## config.mk

```make
export PLATFORM = sky130hd
export DESIGN_NAME = rx_data_sampler
export DESIGN_NICKNAME = d
export VERILOG_FILES = /design/src/rtl/uart_rx_pkg.sv /design/src/rtl/edge_bit_counter.sv /design/src/rtl/rx_data_sampler.sv
export SDC_FILE = /design/constraint.sdc
export NUM_CORES = 1
export LEC_CHECK = 0
export ABC_AREA = 1
export CAP_MARGIN = 20
export CORE_AREA = 2 2 54 56
export CTS_CLUSTER_DIAMETER = 50
export DETAILED_ROUTE_END_ITERATION = 10
export DIE_AREA = 0 0 56 58
export SYNTH_ARGS = -nofsm -noshare
export SYNTH_HDL_FRONTEND = slang
export SYNTH_SLANG_ARGS = --single-unit
```

## constraint.sdc

```tcl
create_clock -name CLK -period 3.74 [get_ports CLK]
set_clock_uncertainty 0.05 [all_clocks]
set_input_delay 0.748 -clock CLK [delete_from_list [all_inputs] [get_ports CLK]]
set_output_delay 0.748 -clock CLK [all_outputs]
set_load 0.01 [all_outputs]
```

## src/rtl/uart_rx_pkg.sv

```systemverilog
// -----------------------------------------------------------------------------
// uart_rx_pkg
//
// Shared definitions for the UART receiver front end.
//   PRESC_8/16/32    supported oversampling ratios
//   BIT_CNT_W        width of the bit-within-frame counter
//   smp_phase_e      which sampling action (if any) the current edge selects
//   decode_prescale  maps a raw PRESCALE value to the effective ratio
//   maj3             3-input majority vote
// -----------------------------------------------------------------------------
package uart_rx_pkg;

    localparam int unsigned PRESC_8   = 8;
    localparam int unsigned PRESC_16  = 16;
    localparam int unsigned PRESC_32  = 32;
    localparam int unsigned BIT_CNT_W = 4;

    // Sampling window around mid-bit: first sample, second sample, then the
    // vote taken together with the third sample.
    typedef enum logic [1:0] {
        PH_IDLE = 2'd0,
        PH_S0   = 2'd1,
        PH_S1   = 2'd2,
        PH_VOTE = 2'd3
    } smp_phase_e;

    // Unsupported ratios fall back to 8 so the counters always have a sane
    // bit period.
    function automatic int unsigned decode_prescale(input int unsigned presc);
        case (presc)
            PRESC_16: return PRESC_16;
            PRESC_32: return PRESC_32;
            default:  return PRESC_8;
        endcase
    endfunction

    function automatic logic maj3(input logic a, input logic b, input logic c);
        return (a & b) | (a & c) | (b & c);
    endfunction

endpackage

```

## src/rtl/edge_bit_counter.sv

```systemverilog
// -----------------------------------------------------------------------------
// edge_bit_counter
//
// Counts oversampling edges within a bit period and bits within a frame.
//
// Ports:
//   CLK       in   oversampling clock, rising edge
//   RST       in   synchronous active-low reset
//   CNT_EN    in   1 = count, 0 = hold both counters cleared
//   PRESCALE  in   raw oversampling ratio (width-1 bits)
//   EDGE_CNT  out  edge index within the current bit, 0..P-1
//   BIT_CNT   out  bit index within the frame, wraps 15 -> 0
//   BIT_DONE  out  combinational, high on the last edge of a bit
//   P_EFF     out  decoded effective prescale, zero-extended to width bits
// -----------------------------------------------------------------------------
module edge_bit_counter
    import uart_rx_pkg::*;
#(
    parameter int width = 7
) (
    input  logic                 CLK,
    input  logic                 RST,
    input  logic                 CNT_EN,
    input  logic [width-2:0]     PRESCALE,
    output logic [width-1:0]     EDGE_CNT,
    output logic [BIT_CNT_W-1:0] BIT_CNT,
    output logic                 BIT_DONE,
    output logic [width-1:0]     P_EFF
);

    logic [width-1:0] last_edge;

    assign P_EFF     = width'(decode_prescale(32'(PRESCALE)));
    assign last_edge = P_EFF - width'(1);
    assign BIT_DONE  = CNT_EN && (EDGE_CNT == last_edge);

    // NOTE: reset is sampled inside the clocked block (synchronous), and it is
    // tested first so it overrides CNT_EN and any wrap in the same cycle.
    always_ff @(posedge CLK) begin
        if (!RST) begin
            // NOTE: sequential state uses non-blocking assignments only, so
            // every register sees pre-edge values regardless of statement order.
            EDGE_CNT <= '0;
            BIT_CNT  <= '0;
        end else if (!CNT_EN) begin
            // Clearing wins over a simultaneous end-of-bit increment.
            EDGE_CNT <= '0;
            BIT_CNT  <= '0;
        end else if (EDGE_CNT == last_edge) begin
            EDGE_CNT <= '0;
            BIT_CNT  <= BIT_CNT + BIT_CNT_W'(1);
        end else begin
            EDGE_CNT <= EDGE_CNT + width'(1);
        end
    end

endmodule

```

## src/rtl/rx_data_sampler.sv

```systemverilog
// -----------------------------------------------------------------------------
// rx_data_sampler
//
// Oversampling front end of the UART receiver. Counts edges/bits through
// edge_bit_counter, takes three line samples around mid-bit and registers
// their majority vote.
//
// Ports:
//   CLK          in   oversampling clock, rising edge
//   RST          in   synchronous active-low reset
//   RX_IN        in   serial line, already synchronised to CLK
//   CNT_EN       in   1 = count edges/bits, 0 = hold counters cleared
//   SMP_EN       in   1 = capture and vote samples
//   PRESCALE     in   oversampling ratio (8, 16, 32; others act as 8)
//   EDGE_CNT     out  edge index within current bit
//   BIT_CNT      out  bit index within frame
//   BIT_DONE     out  pulse on last edge of a bit
//   SAMPLED_BIT  out  registered majority result, 1 after reset (idle line)
//   SMP_VALID    out  one-cycle pulse when SAMPLED_BIT is updated
//   SMP_NOISE    out  one-cycle pulse with SMP_VALID when samples disagree
// -----------------------------------------------------------------------------
module rx_data_sampler
    import uart_rx_pkg::*;
#(
    parameter int width = 7
) (
    input  logic                 CLK,
    input  logic                 RST,
    input  logic                 RX_IN,
    input  logic                 CNT_EN,
    input  logic                 SMP_EN,
    input  logic [width-2:0]     PRESCALE,
    output logic [width-1:0]     EDGE_CNT,
    output logic [BIT_CNT_W-1:0] BIT_CNT,
    output logic                 BIT_DONE,
    output logic                 SAMPLED_BIT,
    output logic                 SMP_VALID,
    output logic                 SMP_NOISE
);

    logic [width-1:0] p_eff;
    logic [width-1:0] half;
    logic             s0;
    logic             s1;
    smp_phase_e       phase;

    edge_bit_counter #(
        .width (width)
    ) u_counter (
        .CLK      (CLK),
        .RST      (RST),
        .CNT_EN   (CNT_EN),
        .PRESCALE (PRESCALE),
        .EDGE_CNT (EDGE_CNT),
        .BIT_CNT  (BIT_CNT),
        .BIT_DONE (BIT_DONE),
        .P_EFF    (p_eff)
    );

    assign half = p_eff >> 1;

    // Decode the sampling window H-1, H, H+1 from the edge counter.
    always_comb begin
        // NOTE: default assignment first so no path leaves phase unassigned,
        // which would otherwise infer a latch.
        phase = PH_IDLE;
        if (EDGE_CNT == half - width'(1)) begin
            phase = PH_S0;
        end else if (EDGE_CNT == half) begin
            phase = PH_S1;
        end else if (EDGE_CNT == half + width'(1)) begin
            phase = PH_VOTE;
        end
    end

    // The third sample is RX_IN itself at H+1, so the vote lands one cycle
    // later and SAMPLED_BIT is stable from H+2 to the end of the bit.
    always_ff @(posedge CLK) begin
        if (!RST) begin
            s0          <= 1'b1;
            s1          <= 1'b1;
            SAMPLED_BIT <= 1'b1;
            SMP_VALID   <= 1'b0;
            SMP_NOISE   <= 1'b0;
        end else begin
            SMP_VALID <= 1'b0;
            SMP_NOISE <= 1'b0;
            if (SMP_EN) begin
                case (phase)
                    PH_S0:   s0 <= RX_IN;
                    PH_S1:   s1 <= RX_IN;
                    PH_VOTE: begin
                        SAMPLED_BIT <= maj3(s0, s1, RX_IN);
                        SMP_VALID   <= 1'b1;
                        SMP_NOISE   <= !((s0 == s1) && (s1 == RX_IN));
                    end
                    default: ;
                endcase
            end
        end
    end

endmodule

```

==> out/qor.csv <==
stage,metric,value,unit
synthesis,synthesized area,1010,um2
synthesis,"EDFF count, synth",0,
synthesis,leading area contributor after synthesis,dfxtp_1,
synthesis,"FF+latch count, synth",16,
drt,average vias per placed instance,4.79,
setup_path,Critical Path Sink,BIT_DONE,
setup_path,CP max FO,6,
clocking,Resize count post-CTS,0,
global_routing,initial antenna violation count,0,
synthesis,synth cell count leaders,"nand2_1, nor2_1, dfxtp_1",
drt,Detail Route Antenna Nets,0,
setup_path,Crit-path slowest cell,clkdlybuf4s50_1,
floorplan,die area,3250,um2
setup_path,Setup crit start,PRESCALE[5],
sta,Worst-Margin Slew,0.256,ns
setup_path,crit path capture type,output pin,
setup_path,Reg2Reg Launch Point,u_counter.EDGE_CNT[0]$_SDFF_PP0_,
finish,Total Nets Final,175,
sta,Tmin final,3.39,ns
clocking,Clock Tree Buf Depth,2,
sta,Slew Limit Headroom,82.9,%
min_path,Hold Crit Class,flop to flop,
setup_path,Worst R2R End,u_counter.EDGE_CNT[0]$_SDFF_PP0_,
synthesis,Main synth FF type,dfxtp_1,
sta,period utilization,90.7,%
synthesis,top-area cell type share of the netlist area,31.6,%
floorplan,# rows,19,
power,Power Dens Cells,246,nW/um2
sta,Final Hold Fails,0,
clocking,setup bufs post-CTS,0,
finish,ant diodes,0,
power,maximum VDD drop,219,uV
synthesis,synth warn,0,
global_routing,first-pass GRT wire length,3530,um
drt,remaining routing DRC violations,0,
sta,total negative setup slack,0,ns
synthesis,sequential area share after synthesis,31.6,%
setup_path,CP startpoint kind,input pin,
sta,"Slew Viols, Final",0,
drt,1st-pass router iterations,2,
finish,area grow syn2layout,32.1,%
power,P_leak,0.000533,uW
sta,f_max,295,MHz
status,outcome,"complete, no violations",
setup_path,"Arr. time, crit path",2.60,ns
drt,Total Wirelength,2000,um
global_routing,Total GRT Usage,13.6,%
synthesis,Netlist cell types,25,
setup_path,crit-path max cell delay,0.54,ns
global_routing,total grt overflow,0,
clocking,clock buffer count from CTS,3,
place,GP Congestion,0.782,
floorplan,Starting Density,38.0,%
floorplan,I/O pin count,26,
setup_path,R2R Setup Slk,2.19,ns
global_routing,largest net degree at the start of global routing,10,
global_routing,vias in the first global route,817,
drt,Iteration-0 DRC Markers,12,
floorplan,Core Area,2660,um2
setup_path,Crit Path Class,input pin to output pin,
place,post-DP HPWL,1660,um
setup_path,reg2reg path depth,8,
synthesis,Syn Nets,145,
drt,routed wire length per instance,10.6,um
setup_path,critical path required time,2.94,ns
clocking,clock latency at the later pin of the worst-skew pair,0.29,ns
clocking,"Clk pin slew, worst setup/hold paths",0.09,ns
clocking,CTS tree,yes,
synthesis,"Avg Cell Area, Syn",7.91,um2
place,I/O Buffers,25,
drt,DR vias,901,
finish,fillers,281,
synthesis,asr flop ratio synth,0,%
clocking,root buffer cell,clkbuf_4,
sta,RSZ-0062 raised after global routing,false,
clocking,htree depth,1,
sta,Final setup violation count,0,
floorplan,Die H,58,um
flow_run,max-cap viol count,0,
setup_path,"Critical Path, Cell by Cell","clkdlybuf4s50_1, inv_2, nor2_4, nand3_4, nand2_4, nand2_4, nor2_8, nand3_4, nor2_1, clkdlybuf4s50_1",
finish,layout cell share with drive strength beyond 1,18.5,%
finish,post-layout util,50.2,%
synthesis,Synth area leaders,"dfxtp_1, ha_1, nand2_1",
floorplan,die width,56,um
clocking,cts hold-fix bufs,0,
synthesis,cells after synthesis,128,
clocking,CTS Sinks,16,
cell usage in the layout, fill, tap and decap left out, types with 3 or more instances in the layout:
| master | count |
|---|---|
| nor2_1 | 18 |
| nand3_1 | 10 |
| a21oi_1 | 3 |
| xor2_1 | 4 |
| inv_1 | 15 |
| clkdlybuf4s50_1 | 25 |
| nand2_1 | 18 |
| ha_1 | 6 |
| inv_2 | 4 |
| nand4_1 | 7 |
| dfxtp_1 | 16 |
| nor2_4 | 4 |
| nand3_2 | 4 |
| nand2_2 | 3 |
| clkbuf_4 | 3 |
how the worst min path moves through the flow:
stage	from	endpoint	depth (start not counted)
after floorplan	s1$_SDFFE_PN1P_	s1$_SDFFE_PN1P_	2
after global placement	SAMPLED_BIT$_SDFFE_PN1P_	SAMPLED_BIT$_SDFFE_PN1P_	2
after detailed placement	SAMPLED_BIT$_SDFFE_PN1P_	SAMPLED_BIT$_SDFFE_PN1P_	2
after CTS	SAMPLED_BIT$_SDFFE_PN1P_	SAMPLED_BIT$_SDFFE_PN1P_	2
after global routing	SAMPLED_BIT$_SDFFE_PN1P_	SAMPLED_BIT$_SDFFE_PN1P_	2
final	SAMPLED_BIT$_SDFFE_PN1P_	SAMPLED_BIT$_SDFFE_PN1P_	2
logic make-up (layout without fill, tap and decap cells):
logic type	after synthesis	count (layout)	synth area share, %
and+or+nand+nor	75	75	45.5
DFF	16	16	31.6
adders and majority gates	6	6	7.42
buffers and inverters	19	48	7.04
xor gates and xnor gates	5	5	4.33
AOI/OAI and AO/OA	7	7	4.08
routing by layer:
metal  vias to the layer above  routed length, um  global-route usage [%]
met1                       406                961                    17.1
met4                         0                 27                    6.12
met5                         -                  0                       0
met2                        17                912                    22.0
met3                         4                 97                    3.35
li1                        474                  -                       -
worst max-delay path: cells and delay by family:
kind,cells,cell delay [ns]
buffers and inverters,3,1.11
AND/OR/NAND/NOR,7,0.72
flip-flops by register name, indices dropped and copies added (netlist names):
register and cells:
u_counter.EDGE_CNT 7, SMP_NOISE 1, u_counter.BIT_CNT 4, SMP_VALID 1
s1 1, s0 1, SAMPLED_BIT 1
final cells by class:
class                           instances  area (um2)  area share [%]
Clock buffer                            4        36.3            2.71
Inverter                               19        71.3            5.33
Sequential cell                        16         320            23.9
Multi-Input combinational cell         93         621            46.4
Tap cell                               31        38.8            2.90
Timing Repair Buffer                   25         250            18.7
where the power goes:
group          total (uW)  internal, uW  switching [uW]
combinational        39.6          19.2            20.5
sequential            173           172            1.64
clock                 116          59.3            57.2
metrics by stage:
stage                     hold WS (ns)  total power (uW)  worst slack [ns]  std cells  instance area (um2)
after floorplan                  0.407               197              1.39        128                 1010
after global placement           0.394               217             0.391        184                 1300
after detailed placement         0.400               217             0.343        184                 1300
after CTS                        0.422               334             0.326        188                 1340
after global routing             0.431               343             0.185        188                 1340
final                            0.421               329             0.347        188                 1340
Note: power is estimated with default switching activity, not from simulation.
